**src/rtl/scan_pkg.sv**
```systemverilog
// Shared types and helpers for the scan address generator.
// Pure declarations; no logic, no timing, no flow control.
package scan_pkg;

  localparam int ADDR_W = 3;
  localparam logic [ADDR_W-1:0] ADDR_MAX = 3'd7;

  localparam logic DIR_UP   = 1'b0;
  localparam logic DIR_DOWN = 1'b1;

  typedef enum logic {
    ST_IDLE = 1'b0,
    ST_RUN  = 1'b1
  } state_t;

  function automatic logic [ADDR_W-1:0] addr_next(input logic [ADDR_W-1:0] a, input logic down);
    return down ? (a - ADDR_W'(1)) : (a + ADDR_W'(1));
  endfunction

  // True when stepping from a in the given direction crosses the 7/0 seam.
  function automatic logic addr_wraps(input logic [ADDR_W-1:0] a, input logic down);
    return down ? (a == '0) : (a == ADDR_MAX);
  endfunction

endpackage

```
**src/rtl/clk_prescaler.sv**
```systemverilog
// Divides clk by DIV_CNT; tick is a combinational pulse in the terminal-count cycle.
// Zero latency on tick; en=0 freezes the count, clr restarts it from 0 and suppresses tick.
module clk_prescaler #(
  parameter int DIV_CNT = 25000000,
  parameter int DIV_W   = 25
) (
  input  logic clk,
  input  logic rst_n,
  input  logic en,
  input  logic clr,
  output logic tick
);

  localparam logic [DIV_W-1:0] TERM = DIV_W'(DIV_CNT - 1);

  logic [DIV_W-1:0] cnt_q;

  assign tick = en & ~clr & (cnt_q == TERM);

  always_ff @(posedge clk or negedge rst_n) begin
    if (!rst_n) begin
      cnt_q <= '0;
    end else if (clr) begin
      cnt_q <= '0;
    end else if (en) begin
      cnt_q <= (cnt_q == TERM) ? '0 : (cnt_q + DIV_W'(1));
    end
  end

endmodule

```
**src/rtl/scan_addr_gen.sv**
```systemverilog
// 3-bit scan address for a 3-to-8 decoder, stepping every DIV_CNT cycles while running.
// All outputs registered; load > run > hold; SCAN_PINGPONG_EN adds bounce mode via pp.
module scan_addr_gen
  import scan_pkg::*;
#(
  parameter int DIV_CNT = 25000000,
  parameter int DIV_W   = 25
) (
  input  logic       clk,
  input  logic       rst_n,
  input  logic       run,
  input  logic       dir,
  input  logic       load,
  input  logic [2:0] load_val,
  input  logic       pp,
  output logic       a2,
  output logic       a1,
  output logic       a0,
  output logic       step,
  output logic       wrap,
  output logic       busy
);

  state_t              state_q, state_d;
  logic [ADDR_W-1:0]   addr_q, addr_d;
  logic                step_q, step_d;
  logic                wrap_q, wrap_d;
  logic                tick;

`ifdef SCAN_PINGPONG_EN
  logic                flag_q, flag_d;
  logic                pp_down;
`else
  logic                unused_pp;
  assign unused_pp = pp;
`endif

  // The prescaler counts on the registered state, so the cycle that leaves RUN still counts.
  clk_prescaler #(
    .DIV_CNT (DIV_CNT),
    .DIV_W   (DIV_W)
  ) u_prescaler (
    .clk   (clk),
    .rst_n (rst_n),
    .en    (state_q == ST_RUN),
    .clr   (load),
    .tick  (tick)
  );

  always_comb begin
    state_d = state_q;
    addr_d  = addr_q;
    step_d  = 1'b0;
    wrap_d  = 1'b0;
`ifdef SCAN_PINGPONG_EN
    flag_d  = flag_q;
    pp_down = flag_q;
`endif

    case (state_q)
      ST_IDLE: if (run)  state_d = ST_RUN;
      ST_RUN:  if (!run) state_d = ST_IDLE;
      default: state_d = ST_IDLE;
    endcase

    if (load) begin
      state_d = state_q;
      addr_d  = load_val;
`ifdef SCAN_PINGPONG_EN
      flag_d  = DIR_UP;
`endif
    end else if (tick) begin
      step_d = 1'b1;
`ifdef SCAN_PINGPONG_EN
      if (pp) begin
        // Endpoints force the turn even if a load left the flag pointing outward.
        if (addr_q == ADDR_MAX)   pp_down = DIR_DOWN;
        else if (addr_q == '0)    pp_down = DIR_UP;
        addr_d = addr_next(addr_q, pp_down);
        if (addr_d == ADDR_MAX)   flag_d = DIR_DOWN;
        else if (addr_d == '0)    flag_d = DIR_UP;
        else                      flag_d = pp_down;
      end else begin
        addr_d = addr_next(addr_q, dir);
        wrap_d = addr_wraps(addr_q, dir);
      end
`else
      addr_d = addr_next(addr_q, dir);
      wrap_d = addr_wraps(addr_q, dir);
`endif
    end
  end

  always_ff @(posedge clk or negedge rst_n) begin
    if (!rst_n) begin
      state_q <= ST_IDLE;
      addr_q  <= '0;
      step_q  <= 1'b0;
      wrap_q  <= 1'b0;
    end else begin
      state_q <= state_d;
      addr_q  <= addr_d;
      step_q  <= step_d;
      wrap_q  <= wrap_d;
    end
  end

`ifdef SCAN_PINGPONG_EN
  always_ff @(posedge clk or negedge rst_n) begin
    if (!rst_n) flag_q <= DIR_UP;
    else        flag_q <= flag_d;
  end
`endif

  assign {a2, a1, a0} = addr_q;
  assign step         = step_q;
  assign wrap         = wrap_q;
  assign busy         = (state_q == ST_RUN);

endmodule

```
**config.mk**
```make
export PLATFORM = sky130hd
export DESIGN_NAME = scan_addr_gen
export DESIGN_NICKNAME = d
export VERILOG_FILES = /design/src/rtl/scan_pkg.sv /design/src/rtl/clk_prescaler.sv /design/src/rtl/scan_addr_gen.sv
export SDC_FILE = /design/constraint.sdc
export NUM_CORES = 1
export LEC_CHECK = 0
export CAP_MARGIN = 20
export CORE_MARGIN = 2
export CORE_UTILIZATION = 50
export DETAILED_ROUTE_END_ITERATION = 16
export DONT_BUFFER_PORTS = 1
export GPL_TIMING_DRIVEN = 0
export PLACE_DENSITY = 0.68
export SLEW_MARGIN = 10
export SYNTH_ARGS = -nofsm -noshare
export SYNTH_HDL_FRONTEND = slang
export SYNTH_SLANG_ARGS = --single-unit
```
**constraint.sdc**
```tcl
create_clock -name clk -period 2.8 [get_ports clk]
set_input_delay 0.84 -clock clk [delete_from_list [all_inputs] [get_ports clk]]
set_output_delay 0.84 -clock clk [all_outputs]
set_load 0.02 [all_outputs]
```
**Yosys cells after proc, flatten, opt, wreduce, memory -nomap -nowiden**

Index checks and enable logic that the tools add are counted.

- Multiplexer cells: 12
- Reductions and logical operators: 3
- Equal/unequal tests: 2
- $add $sub $neg: 3
- Bitwise logic cells: 3

Operators with widths:

| operator | count |
|---|---|
| 25-bit 2-to-1 mux | 3 |
| 25-bit by 1-bit adder with 25-bit output, second input constant | 1 |
| 25-bit equality test, second input constant | 1 |
| 3-bit 2-to-1 mux | 3 |
| 1-bit 2-to-1 mux | 6 |
| 2-bit nonzero test | 2 |
| 3-bit by 1-bit adder with 3-bit output, second input constant | 1 |
| 3-bit equality test, second input constant | 1 |
| 3-bit logical NOT | 1 |
| 3-bit by 1-bit subtractor with 3-bit output, second input constant | 1 |
| 1-bit bitwise AND | 2 |
| 1-bit inverter | 1 |

- Word-level logic and storage cells: 28
- Bits in registers: 31
- Output and inout port bits: 6
- Input port bits: 9

**Depth between registers and ports, before layout**

- Depth after elaboration: 5
- Mapped depth: 8
- Gate-level depth less buffers: 6

**Cells and area by module**

Synthesis repeated with hierarchy kept, for this count alone.

- Cell total of the unflattened synthesis: 191
- Area total of the unflattened synthesis: 1770.4 um^2

By module, submodules not included:

| module | instances | seq. area each (um^2) | area each (um^2) | cells each |
|---|---|---|---|---|
| clk_prescaler | 1 | 625.6 | 1463.9 | 163 |
| scan_addr_gen | 1 | 150.1 | 306.5 | 28 |

**Worst setup path after synthesis**

Ideal clock, no wire load.

- Path type: input to register
- From: input port load
- To: register u_prescaler.cnt_q[20]
- Setup slack: 0.664 ns
- Data required time: 2.717 ns
- Library setup time: 0.083 ns
- Cell stages on the path: 7
- Data arrival time: 2.054 ns
- Path through: clkbuf_1 nand2b_1 a31oi_1 buf_2 clkbuf_1 o21ai_0 o21ai_0

- Word-level cells in the longest chain between the ends: 1
- Elaborated cells between the ends (all ways): 2
- Classes of those cells: mux: 1; reduce/logical: 1

Ends and longest elaborated chain:

| element | RTL line | source |
|---|---|---|
| from (decl) | scan_addr_gen.sv:13 | `input logic load,` |
| 25-bit 2-to-1 mux / 2-bit nonzero test (equally long branches) | -- |  |
| to (signal assigned) | clk_prescaler.sv:26 | `cnt_q <= (cnt_q == TERM) ? '0 : (cnt_q + DIV_W'(1));` |
| to (decl) | clk_prescaler.sv:16 | `logic [DIV_W-1:0] cnt_q;` |

Several ways; a longest one is shown, not always the timed one.
A chain may end at the register's enable or synchronous reset.

**Worst setup path in the final report**

- From: register u_prescaler.cnt_q[15]
- To: register u_prescaler.cnt_q[20]

- Word-level cells in the longest chain between the ends: 4
- Elaborated cells between the ends (all ways): 5
- Classes of those cells: add/sub: 1; eq/ne: 1; mux: 3

Ends and longest elaborated chain:

| element | RTL line | source |
|---|---|---|
| 25-bit by 1-bit adder with 25-bit output / 25-bit equality test (equally long branches) | clk_prescaler.sv:26 |  |
| 25-bit 2-to-1 mux * | clk_prescaler.sv:26 |  |
| 25-bit 2-to-1 mux * | clk_prescaler.sv:25 | `end else if (en) begin` |
| 25-bit 2-to-1 mux * | clk_prescaler.sv:23 | `end else if (clr) begin` |

Every way passes the cells marked *; elsewhere a longest branch is shown, timed or not. The select of a mux whose other input is x is not followed.

==> results.sh <==
export IMPL_die_w_um=64.7
export IMPL_dp_hpwl_um=3140
export IMPL_slew_headroom=0.429
export IMPL_slowest_stage="clkbuf_1"
export IMPL_drt_wl_total_um=4420
export IMPL_placed_area_mm2=0.00190
export IMPL_worstPathArrival_ns=2.68
export IMPL_fin_tns_setup_ns=0
export IMPL_fillers=350
export IMPL_r2r_cells=8
export IMPL_crit_type="register to register"
export IMPL_placementRows=22
export IMPL_cts_max_level=2
export IMPL_num_vias=1658
export IMPL_grt_overflow_total=0
export IMPL_cp_end_kind="register"
export IMPL_avgSynthCellArea_um2=8.77
export IMPL_multi_input_area_um2=967
export IMPL_port_buffers=0
export IMPL_clockBufferDepth=2
export IMPL_grt_antenna_before_repair=0
export IMPL_skew_ns=0.0115
export IMPL_crit_required_ns=3.01
export IMPL_clk_pin_slew_ns=0.07
export IMPL_drt_iter0_markers=161
export IMPL_ant_nets=0
export IMPL_wl_per_cell_um=16.7
export IMPL_cts_tree="done"
export IMPL_final_cells=265
export IMPL_drt_pass1_iterations=4
export IMPL_hold_ws_ns=0.236
export IMPL_worstPathMaxFanout=10
export IMPL_grt_util_all_layers=0.238
export IMPL_status="finished clean"
export IMPL_synth_cell_types=46
export IMPL_reg2reg_slack_ns=0.33
export IMPL_worstPathCellList="clkbuf_1 -> nor4_1 -> and4b_1 -> a31oi_1 -> buf_2 -> clkbuf_1 -> o21ai_0 -> o21ai_0"
export IMPL_gp_congestion=0.857
export IMPL_syn_cell_area_mm2=0.00184
export IMPL_drc=0
export IMPL_root_buffer="clkbuf_8"
export IMPL_synth_seq_area_share=0.421
export IMPL_final_hold_violation_count=0
export IMPL_finalCritPeriodShare=0.881
export IMPL_grt_pass1_wl_um=7550
export IMPL_die_y_um=64.7
export IMPL_r2r_end="u_prescaler.cnt_q[20]$_DFFE_PN0P_"
export IMPL_synth_cells=210
export IMPL_ys_seq_elements=31
export IMPL_ctsHoldBuffers=0
export IMPL_rsz0062_at_grt="false"
export IMPL_core_area_mm2=0.00361
export IMPL_syn2layout_area_growth_pct=8.02
export IMPL_leakagePower_nw=0.816
export IMPL_synthesis_nets=221
export IMPL_power_density_mw_per_mm2=480
export IMPL_place_ws_ns=0.145
export IMPL_seqCellArea_um2=776
export IMPL_viasPerCell=6.26
export IMPL_cts_resized=0
export IMPL_grt_start_max_net_pins=32
export IMPL_ir_drop_uv=359
export IMPL_die_area_mm2=0.00418
export IMPL_post_cts_buffers=0
export IMPL_period_minus_slack_ns=2.47
export IMPL_cts_made_buffers=5
export IMPL_cp_start_kind="register"
export IMPL_setup_viol=0
export IMPL_crit_buf_inv=3
export IMPL_cpPeakStageDelay_ns=0.46
export IMPL_fin_nets=228
export IMPL_fmax_ghz=0.406
export IMPL_cp_top_family="buffers and inverters"
export IMPL_ys_warn_count=0
export IMPL_layout_drive_gt1_share=0.0968
export IMPL_place_inst=258
export IMPL_clk_latency_ns=0.29
export IMPL_grt_pass1_vias=1522
export IMPL_cts_num_sinks=31
export IMPL_setup_ws_ns=0.335
export IMPL_rr_startpoint="u_prescaler.cnt_q[15]$_DFFE_PN0P_"
export IMPL_slew_viol_final=0
export IMPL_num_antenna_cells=0
export IMPL_drv_cap=0
export IMPL_tightest_slew_ns=0.848
export IMPL_design_area_mm2=0.00199
export IMPL_io_pins=15
export IMPL_initial_core_util=0.511
export IMPL_worstHoldPathType="primary input to asynchronous set/reset pin"
placed cells by master, fill, tap and decap left out, types with 2 or more instances in the layout:
cell type | Yosys | routed
a21oi_1 | 11 | 11
or4_4 | 2 | 2
mux2i_1 | 2 | 2
clkbuf_8 | 0 | 6
nor2_1 | 13 | 13
or2_2 | 2 | 2
nor2b_1 | 4 | 4
o311ai_0 | 2 | 2
and4_1 | 2 | 2
and3_1 | 9 | 9
dfrtp_1 | 31 | 31
inv_1 | 8 | 8
clkbuf_1 | 9 | 9
nor4_1 | 5 | 5
buf_2 | 3 | 3
o21ai_0 | 9 | 9
nand3_1 | 10 | 10
nand2b_1 | 3 | 3
nor3_1 | 8 | 8
a221o_1 | 5 | 5
nand4_1 | 10 | 10
o211ai_1 | 3 | 3
mux2_2 | 2 | 2
a31oi_1 | 13 | 13
nand2_1 | 22 | 22
cell usage after synthesis, drive strengths merged:
cell type,instances,area share
o211a,1,0.0054
or2,2,0.0068
o211ai,3,0.012
o21ai,9,0.024
nor2,13,0.026
a22oi,1,0.0041
a22o,1,0.0048
dfrtp,31,0.42
fa,1,0.011
xnor2,1,0.0048
mux2i,2,0.011
o221ai,1,0.0048
clkbuf,10,0.021
a221o,5,0.027
a41oi,1,0.0048
nor2b,4,0.014
and3,10,0.035
a32oi,1,0.0048
ha,1,0.0068
xor2,1,0.0048
inv,8,0.016
and4,2,0.0095
a32o,1,0.0054
a31oi,13,0.044
nand2,22,0.045
or4,2,0.012
a311oi,1,0.0048
nand3,10,0.027
o311ai,2,0.0095
and2,1,0.0034
nor4,6,0.024
and4b,1,0.0054
nand2b,3,0.010
nor3,8,0.022
buf,5,0.016
or3,1,0.0034
nand4,11,0.041
a21oi,11,0.030
nand4b,1,0.0048
mux2,2,0.012
worst max path at each step:
stage                                             end                               from  slack [ns]  cells past startpoint
finish              u_prescaler.cnt_q[20]$_DFFE_PN0P_  u_prescaler.cnt_q[15]$_DFFE_PN0P_        0.33                      8
global route        u_prescaler.cnt_q[15]$_DFFE_PN0P_  u_prescaler.cnt_q[16]$_DFFE_PN0P_        0.14                      8
CTS                 u_prescaler.cnt_q[20]$_DFFE_PN0P_  u_prescaler.cnt_q[15]$_DFFE_PN0P_        0.37                      8
detailed placement  u_prescaler.cnt_q[20]$_DFFE_PN0P_                               load        0.14                      7
global placement    u_prescaler.cnt_q[20]$_DFFE_PN0P_                               load        0.19                      7
floorplan           u_prescaler.cnt_q[20]$_DFFE_PN0P_                               load        0.66                      7
registers in the layout, summed over array words and instances (netlist names):
name               flops
busy                   1
u_prescaler.cnt_q     25
step                   1
wrap                   1
addr_q                 3
cells by family after synthesis:
| logic type | after synthesis | share of synthesized area |
|---|---|---|
| simple gates | 97 | 0.289 |
| compound gates | 51 | 0.186 |
| flops | 31 | 0.421 |
| buf+inv | 23 | 0.0537 |
| mux | 4 | 0.0231 |
| xor+xnor | 2 | 0.00951 |
| fa+ha+maj | 2 | 0.0177 |
per-layer routing:
layer	vias to the layer above	wire length, um	share of wire	global-route usage
li1	803	-	-	-
met1	803	2100	0.48	0.338
met2	45	2010	0.46	0.352
met3	7	239	0.054	0.0642
met4	0	67	0.015	0.0798
met5	-	0	0	0
power by group:
part	switching, mW	total, mW	internal (mW)	leakage (nW)
clock	0.172	0.364	0.193	0.0470
combinational	0.0679	0.103	0.0346	0.346
sequential	0.0233	0.488	0.465	0.423
total	0.263	0.955	0.692	0.816
per-stage QoR:
step                      utilization  total power, mW
after floorplan                     -            0.571
after global placement          0.527            0.594
after detailed placement        0.527            0.598
after CTS                       0.552            0.958
after global routing            0.552            0.993
final                           0.552            0.955
cell type report:
class                      count  share of cell area
multi-input combinational    156               0.486
tap                           48              0.0302
clock buffer                   6              0.0415
sequential                    31               0.390
inverter                       8              0.0151
clock inverter                 1             0.00252
buffer                        15              0.0346
(Power assumes the default switching activity.)
